`src/rtl/rec_pkg.sv`:
```
// Shared types for the record write arbiter: record layout, request payload, FSM encoding.
package rec_pkg;

  localparam int unsigned NLANES = 8;
  localparam int unsigned LANEW  = 8;
  localparam int unsigned BW     = 16;

  typedef struct packed {
    logic [NLANES-1:0][LANEW-1:0] a;
    logic [BW-1:0]                b;
  } rec_t;

  typedef enum logic {
    OP_A = 1'b0,
    OP_B = 1'b1
  } op_e;

  typedef struct packed {
    op_e           op;
    logic [2:0]    idx;
    logic          len;
    logic [BW-1:0] data;
    logic [BW-1:0] mask;
  } req_t;

  typedef enum logic [1:0] {
    S_IDLE  = 2'd0,
    S_LANE0 = 2'd1,
    S_LANE1 = 2'd2
  } state_e;

endpackage

```
`src/rtl/rec_write_arbiter_rr_arb2.sv`:
```
// Two-way round-robin arbiter; the pointer flips to the loser after every grant.
module rr_arb2 (
  input  logic       clk,
  input  logic       rst_n,
  input  logic [1:0] valid,
  input  logic       en,
  output logic [1:0] grant_c
);

  logic rr_ptr;

  always_comb begin
    grant_c = 2'b00;
    if (en) begin
      unique case (valid)
        2'b01:   grant_c = 2'b01;
        2'b10:   grant_c = 2'b10;
        2'b11:   grant_c = rr_ptr ? 2'b10 : 2'b01;
        default: grant_c = 2'b00;
      endcase
    end
  end

  always_ff @(posedge clk or negedge rst_n) begin
    if (!rst_n) begin
      rr_ptr <= 1'b0;
    end else if (|grant_c) begin
      rr_ptr <= grant_c[0];
    end
  end

endmodule

```
`src/rtl/rec_write_arbiter.sv`:
```
// Single writer of the configuration record: arbitrates two requesters and commits lanes one per cycle.
module rec_write_arbiter
  import rec_pkg::*;
#(
  parameter logic [NLANES*LANEW-1:0] RESET_A = 64'h0,
  parameter logic [BW-1:0]           RESET_B = 16'h0
) (
  input  logic       clk,
  input  logic       rst_n,
  input  logic [1:0] req_valid,
  output logic [1:0] req_ready,
  input  req_t [1:0] req,
  output rec_t       rec_o,
  output logic       busy,
  output logic       done,
  output logic       err
);

  localparam logic [1:0] ST_IDLE  = 2'(S_IDLE);
  localparam logic [1:0] ST_LANE0 = 2'(S_LANE0);
  localparam logic [1:0] ST_LANE1 = 2'(S_LANE1);

  logic [1:0] state, state_nxt;
  logic [1:0] grant;
  req_t       cur, cur_nxt;
  rec_t       rec_nxt;
  logic       done_nxt, err_nxt;

  rr_arb2 u_arb (
    .clk     (clk),
    .rst_n   (rst_n),
    .valid   (req_valid),
    .en      (state == ST_IDLE),
    .grant_c (grant)
  );

  assign req_ready = grant;

  // Next-state and commit logic; a 2-lane write ending past lane 7 is rejected before any lane is touched.
  always_comb begin
    state_nxt = state;
    cur_nxt   = cur;
    rec_nxt   = rec_o;
    done_nxt  = 1'b0;
    err_nxt   = 1'b0;
    unique case (state)
      ST_IDLE: begin
        if (|grant) begin
          cur_nxt   = grant[1] ? req[1] : req[0];
          state_nxt = ST_LANE0;
        end
      end
      ST_LANE0: begin
        state_nxt = ST_IDLE;
        if (cur.op == OP_B) begin
          rec_nxt.b = (rec_o.b & ~cur.mask) | (cur.data & cur.mask);
          done_nxt  = 1'b1;
        end else if (cur.len && (cur.idx == 3'(NLANES - 1))) begin
          err_nxt  = 1'b1;
          done_nxt = 1'b1;
        end else begin
          rec_nxt.a[cur.idx] = cur.data[LANEW-1:0];
          if (cur.len) begin
            state_nxt = ST_LANE1;
          end else begin
            done_nxt = 1'b1;
          end
        end
      end
      ST_LANE1: begin
        rec_nxt.a[3'(cur.idx + 3'd1)] = cur.data[2*LANEW-1:LANEW];
        done_nxt  = 1'b1;
        state_nxt = ST_IDLE;
      end
      default: begin
        state_nxt = ST_IDLE;
      end
    endcase
  end

  always_ff @(posedge clk or negedge rst_n) begin
    if (!rst_n) begin
      state <= ST_IDLE;
      cur   <= '0;
      rec_o <= rec_t'({RESET_A, RESET_B});
      busy  <= 1'b0;
      done  <= 1'b0;
      err   <= 1'b0;
    end else begin
      state <= state_nxt;
      cur   <= cur_nxt;
      rec_o <= rec_nxt;
      busy  <= (state_nxt != ST_IDLE);
      done  <= done_nxt;
      err   <= err_nxt;
    end
  end

endmodule

```
`config.mk`:
```
export PLATFORM = sky130hd
export DESIGN_NAME = rec_write_arbiter
export DESIGN_NICKNAME = d
export VERILOG_FILES = /design/src/rtl/rec_pkg.sv /design/src/rtl/rec_write_arbiter_rr_arb2.sv /design/src/rtl/rec_write_arbiter.sv
export SDC_FILE = /design/constraint.sdc
export NUM_CORES = 1
export LEC_CHECK = 0
export ABC_AREA = 1
export CORE_MARGIN = 2
export CORE_UTILIZATION = 45
export CTS_CLUSTER_SIZE = 25
export DETAILED_ROUTE_END_ITERATION = 8
export PLACE_DENSITY = 0.77
export SYNTH_ARGS = -nofsm -noshare
export SYNTH_HDL_FRONTEND = slang
export SYNTH_SLANG_ARGS = --single-unit
```
`constraint.sdc`:
```
create_clock -name clk -period 2 [get_ports clk]
set_clock_uncertainty 0.15 [all_clocks]
set_input_delay 0.3 -clock clk [delete_from_list [all_inputs] [get_ports clk]]
set_output_delay 0.3 -clock clk [all_outputs]
set_load 0.03 [all_outputs]
```
==> metrics.md <==
| Metric | Value |
|---|---|
| Status | `finished, final reports clean` |
| Clock Path Buffers | `2` |
| Arr. time, crit path | `1.50 ns` |
| Final critical-path share of the clock period | `97.7%` |
| Post-synth design cell area | `roughly 0.0064 mm2` |
| I/O Pins | `163` |
| Final Instance Area | `slightly above 0.009 mm2` |
| Max-Cap Viols | `0` |
| Die outline area | `~0.015 mm2` |
| Vias in the first global route | `6,537` |
| Final WL | `19,800 um` |
| Largest net degree at the start of global routing | `39` |
| Max IR drop VDD | `860 uV` |
| Crit-path cells | `inv_2 -> ha_4 -> nand2_2 -> inv_2 -> nand2_4 -> buf_12 -> clkinv_4 -> buf_6` |
| Simple-Gate Fraction of Synth Area | `32.4%` |
| Area fraction in compound gates after synthesis | `11.3%` |
| GPL Wtd Cong | `around 0.93` |
| Final #Nets | `around 1,200` |
| Post-Layout Cell Count | `1,260` |
| Cell Pwr Density | `approximately 1700 mW/mm2` |
| Initial DRC Count | `615` |
| Worst Setup End Kind | `output pin` |
| Pwr Total | `between 15 and 20 mW` |
| Unrepaired setup endpoints after global routing | `yes` |
| WS Path Type | `flop to output pin` |
| Mapped Cells | `870` |
| Final Slew Violations | `0` |
| Die Width | `approximately 120 um` |
| CTS sink cnt | `123` |
| GR Overflow Total | `0` |
| First-pass GRT wire length | `approximately 32,000 um` |
| Adder-cell share of the synthesized area | `less than 1%` |
| Core Rows | `43` |
| Synth cell count leaders | `390 x nand2_1, 123 x dfrtp_1, 92 x o21ai_0` |
| Post-Synth XOR/XNOR Area | `0%` |
| Largest area contributor in the netlist | `dfrtp_1` |
| Worst Path Required | `1.55 ns` |
| Starting Density | `between 40% and 50%` |
| Most common cell in the netlist | `nand2_1` |
| TritonCTS clock tree | `built` |
| Synth cell types | `25` |
| Placed inst area | `0.00843 mm2` |
| Placed insts | `1,218` |
| Num CTS Buffers | `17` |
| Top cell by count, worst path | `inv_2` |
| FF+latch count, synth | `approximately 120` |
| YS warnings | `0` |
| Clk Latency, worst-skew pair | `0.41 ns` |
| Final Setup Violations | `0` |
| Register area share after synthesis | `slightly below 50%` |
| Worst relative slew slack | `around two thirds` |
| Synth top area share | `between 40 and 50%` |
| Top cells by area, synth | `dfrtp_1 48%, nand2_1 23%, o21ai_0 7.2%` |
| Worst hold path type | `primary input to async pin` |
| Post-synthesis mux area share | `0%` |
| Final hold violations | `0` |
| Share of post-route cells with drive strength above 1 | `12.8%` |
| Largest family of logic cells by synthesized area | `simple AND/OR/NAND/NOR gates` |
| Slowest CP cell | `dfrtp_1` |
| Syn Area/Cell | `about 7.3 um2` |
| Syn Nets | `roughly 950` |
| Worst-path maximum fanout | `3` |
| Final antenna-violating net count | `0` |
| GR Util All Layers | `approximately 27%` |
| Register-to-register path setup slack | `around 0.06 ns` |
| Fin crit period | `approximately 2 ns` |
| Worst-path clk slew | `0.05 ns` |
| LEAKAGE | `about 4.7 nW` |
| Root buffer cell | `clkbuf_16` |
| Hpwl dp | `about 14,000 um` |
| DRC violations left | `0` |
| Drt pass-1 iters | `7` |
| Vias | `6,540` |
| CP Launch Type | `flop` |
| Antenna diodes | `0` |
| Vias per cell | `a little over 5` |
| Worst Tran Pin Value | `between 0.5 and 0.6 ns` |
| Initial antenna violation count | `0` |
| Area Growth Syn to Fin | `46.3%` |
| Die extent in y | `approximately 120 um` |
| EDFF count, synth | `0` |
| Min Hold Slack | `0.229 ns` |
| Routed length per placed instance | `15.7 um` |
| Max incr delay on CP | `slightly below 0.4 ns` |
| Port bufs | `between 150 and 200` |
| Top_reg_cell synth | `dfrtp_1` |
| FFs w/ async S/R, synth | `100%` |
| H-Tree Depth | `4` |
| Fmax | `around 510 MHz` |
| Core area | `between 0.01 and 0.015 mm2` |
## worst max-delay path, delay by kind of cell, from the launching register on
kind,cells,cell delay [ns]
flops,1,0.39
simple gates,2,0.11
fa+ha+maj,1,0.15
buf+inv,5,0.44
## final cells by class
| type | count | area (um2) |
|---|---|---|
| well taps | 180 | 225 |
| fillers | 1172 | 4540 |
| inverters | 77 | 294 |
| clock buffers | 23 | 498 |
| flip-flops and latches | 123 | 3080 |
| multi-input cells | 639 | 2990 |
| clock inverters | 7 | 113 |
| repair buffers | 211 | 2150 |
## routing by layer
metal / routed length, um / GRT usage, % / share of wire, % / vias to the layer above
met5: 0 / 0 / 0 / -
met4: 552 / 9.87 / 2.8 / 0
met3: 1470 / 6.83 / 7.4 / 43
met2: 9910 / 46.7 / 50 / 275
met1: 7910 / 33.2 / 40 / 3035
li1: - / - / - / 3187
## layout by cell type, fill, tap and decap left out, types with 2 or more instances in the layout
master,synthesis,final
clkinv_2,0,3
clkbuf_16,0,18
nor2_1,4,3
nor2_2,5,3
ha_4,0,2
buf_6,2,2
nand3_2,6,5
nand3_1,71,68
nand3_4,0,4
inv_2,4,10
o22ai_1,8,8
bufinv_16,0,3
ha_2,0,2
buf_4,5,39
nand2_4,0,2
nand2_2,8,17
inv_1,72,65
clkdlybuf4s50_1,0,158
clkbuf_8,0,5
a21oi_1,38,37
dfrtp_1,123,123
nor2_4,6,9
buf_12,0,7
nor3_2,2,2
o21ai_0,92,91
bufbuf_16,0,2
nand2_1,390,379
## final timing paths
kind,depth (start not counted),endpoint,startpoint
setup / recovery,8,req_ready[1],state[0]$_DFF_PN0_
hold / removal,2,rec_o[68]$_DFFE_PN0P_,rst_n
setup reg to reg,9,rec_o[46]$_DFFE_PN0P_,state[1]$_DFF_PN0_
hold reg to reg,2,rec_o[57]$_DFFE_PN0P_,rec_o[57]$_DFFE_PN0P_
max in group asynchronous,3,cur[3]$_DFFE_PN0P_,rst_n
min in group clk,2,rec_o[57]$_DFFE_PN0P_,rec_o[57]$_DFFE_PN0P_
## where the power goes
part / internal [mW] / switching (mW)
registers: 3.47 / 0.833
clock network: 2.10 / 1.07
logic: 3.26 / 5.38
## cell families after synthesis
group / after synthesis
AO/OA/AOI/OAI: 141
adder cells (fa/ha/maj): 5
buffers and inverters: 108
flip-flops: 123
AND/OR/NAND/NOR: 493
## repair_timing
action	in CTS	in global routing
resized for setup	14	28
cloned	2	1
pin swaps	2	6
hold buffers	1	0
hold endpoints to repair	28	0
setup endpoints to repair	32	66
buffers inserted	3	5
## metrics by stage
step / setup WS, ns / utilization, % / setup TNS [ns]
floorplan: 0.0402 / - / 0
global placement: 0.0159 / 60.7 / 0
detailed placement: -0.0355 / 60.7 / -0.239
CTS: 0.00334 / 66.2 / 0
global route: -0.0188 / 67.3 / -0.0746
finish: 0.0454 / 67.3 / 0
Power figures use the tool's default switching activity.
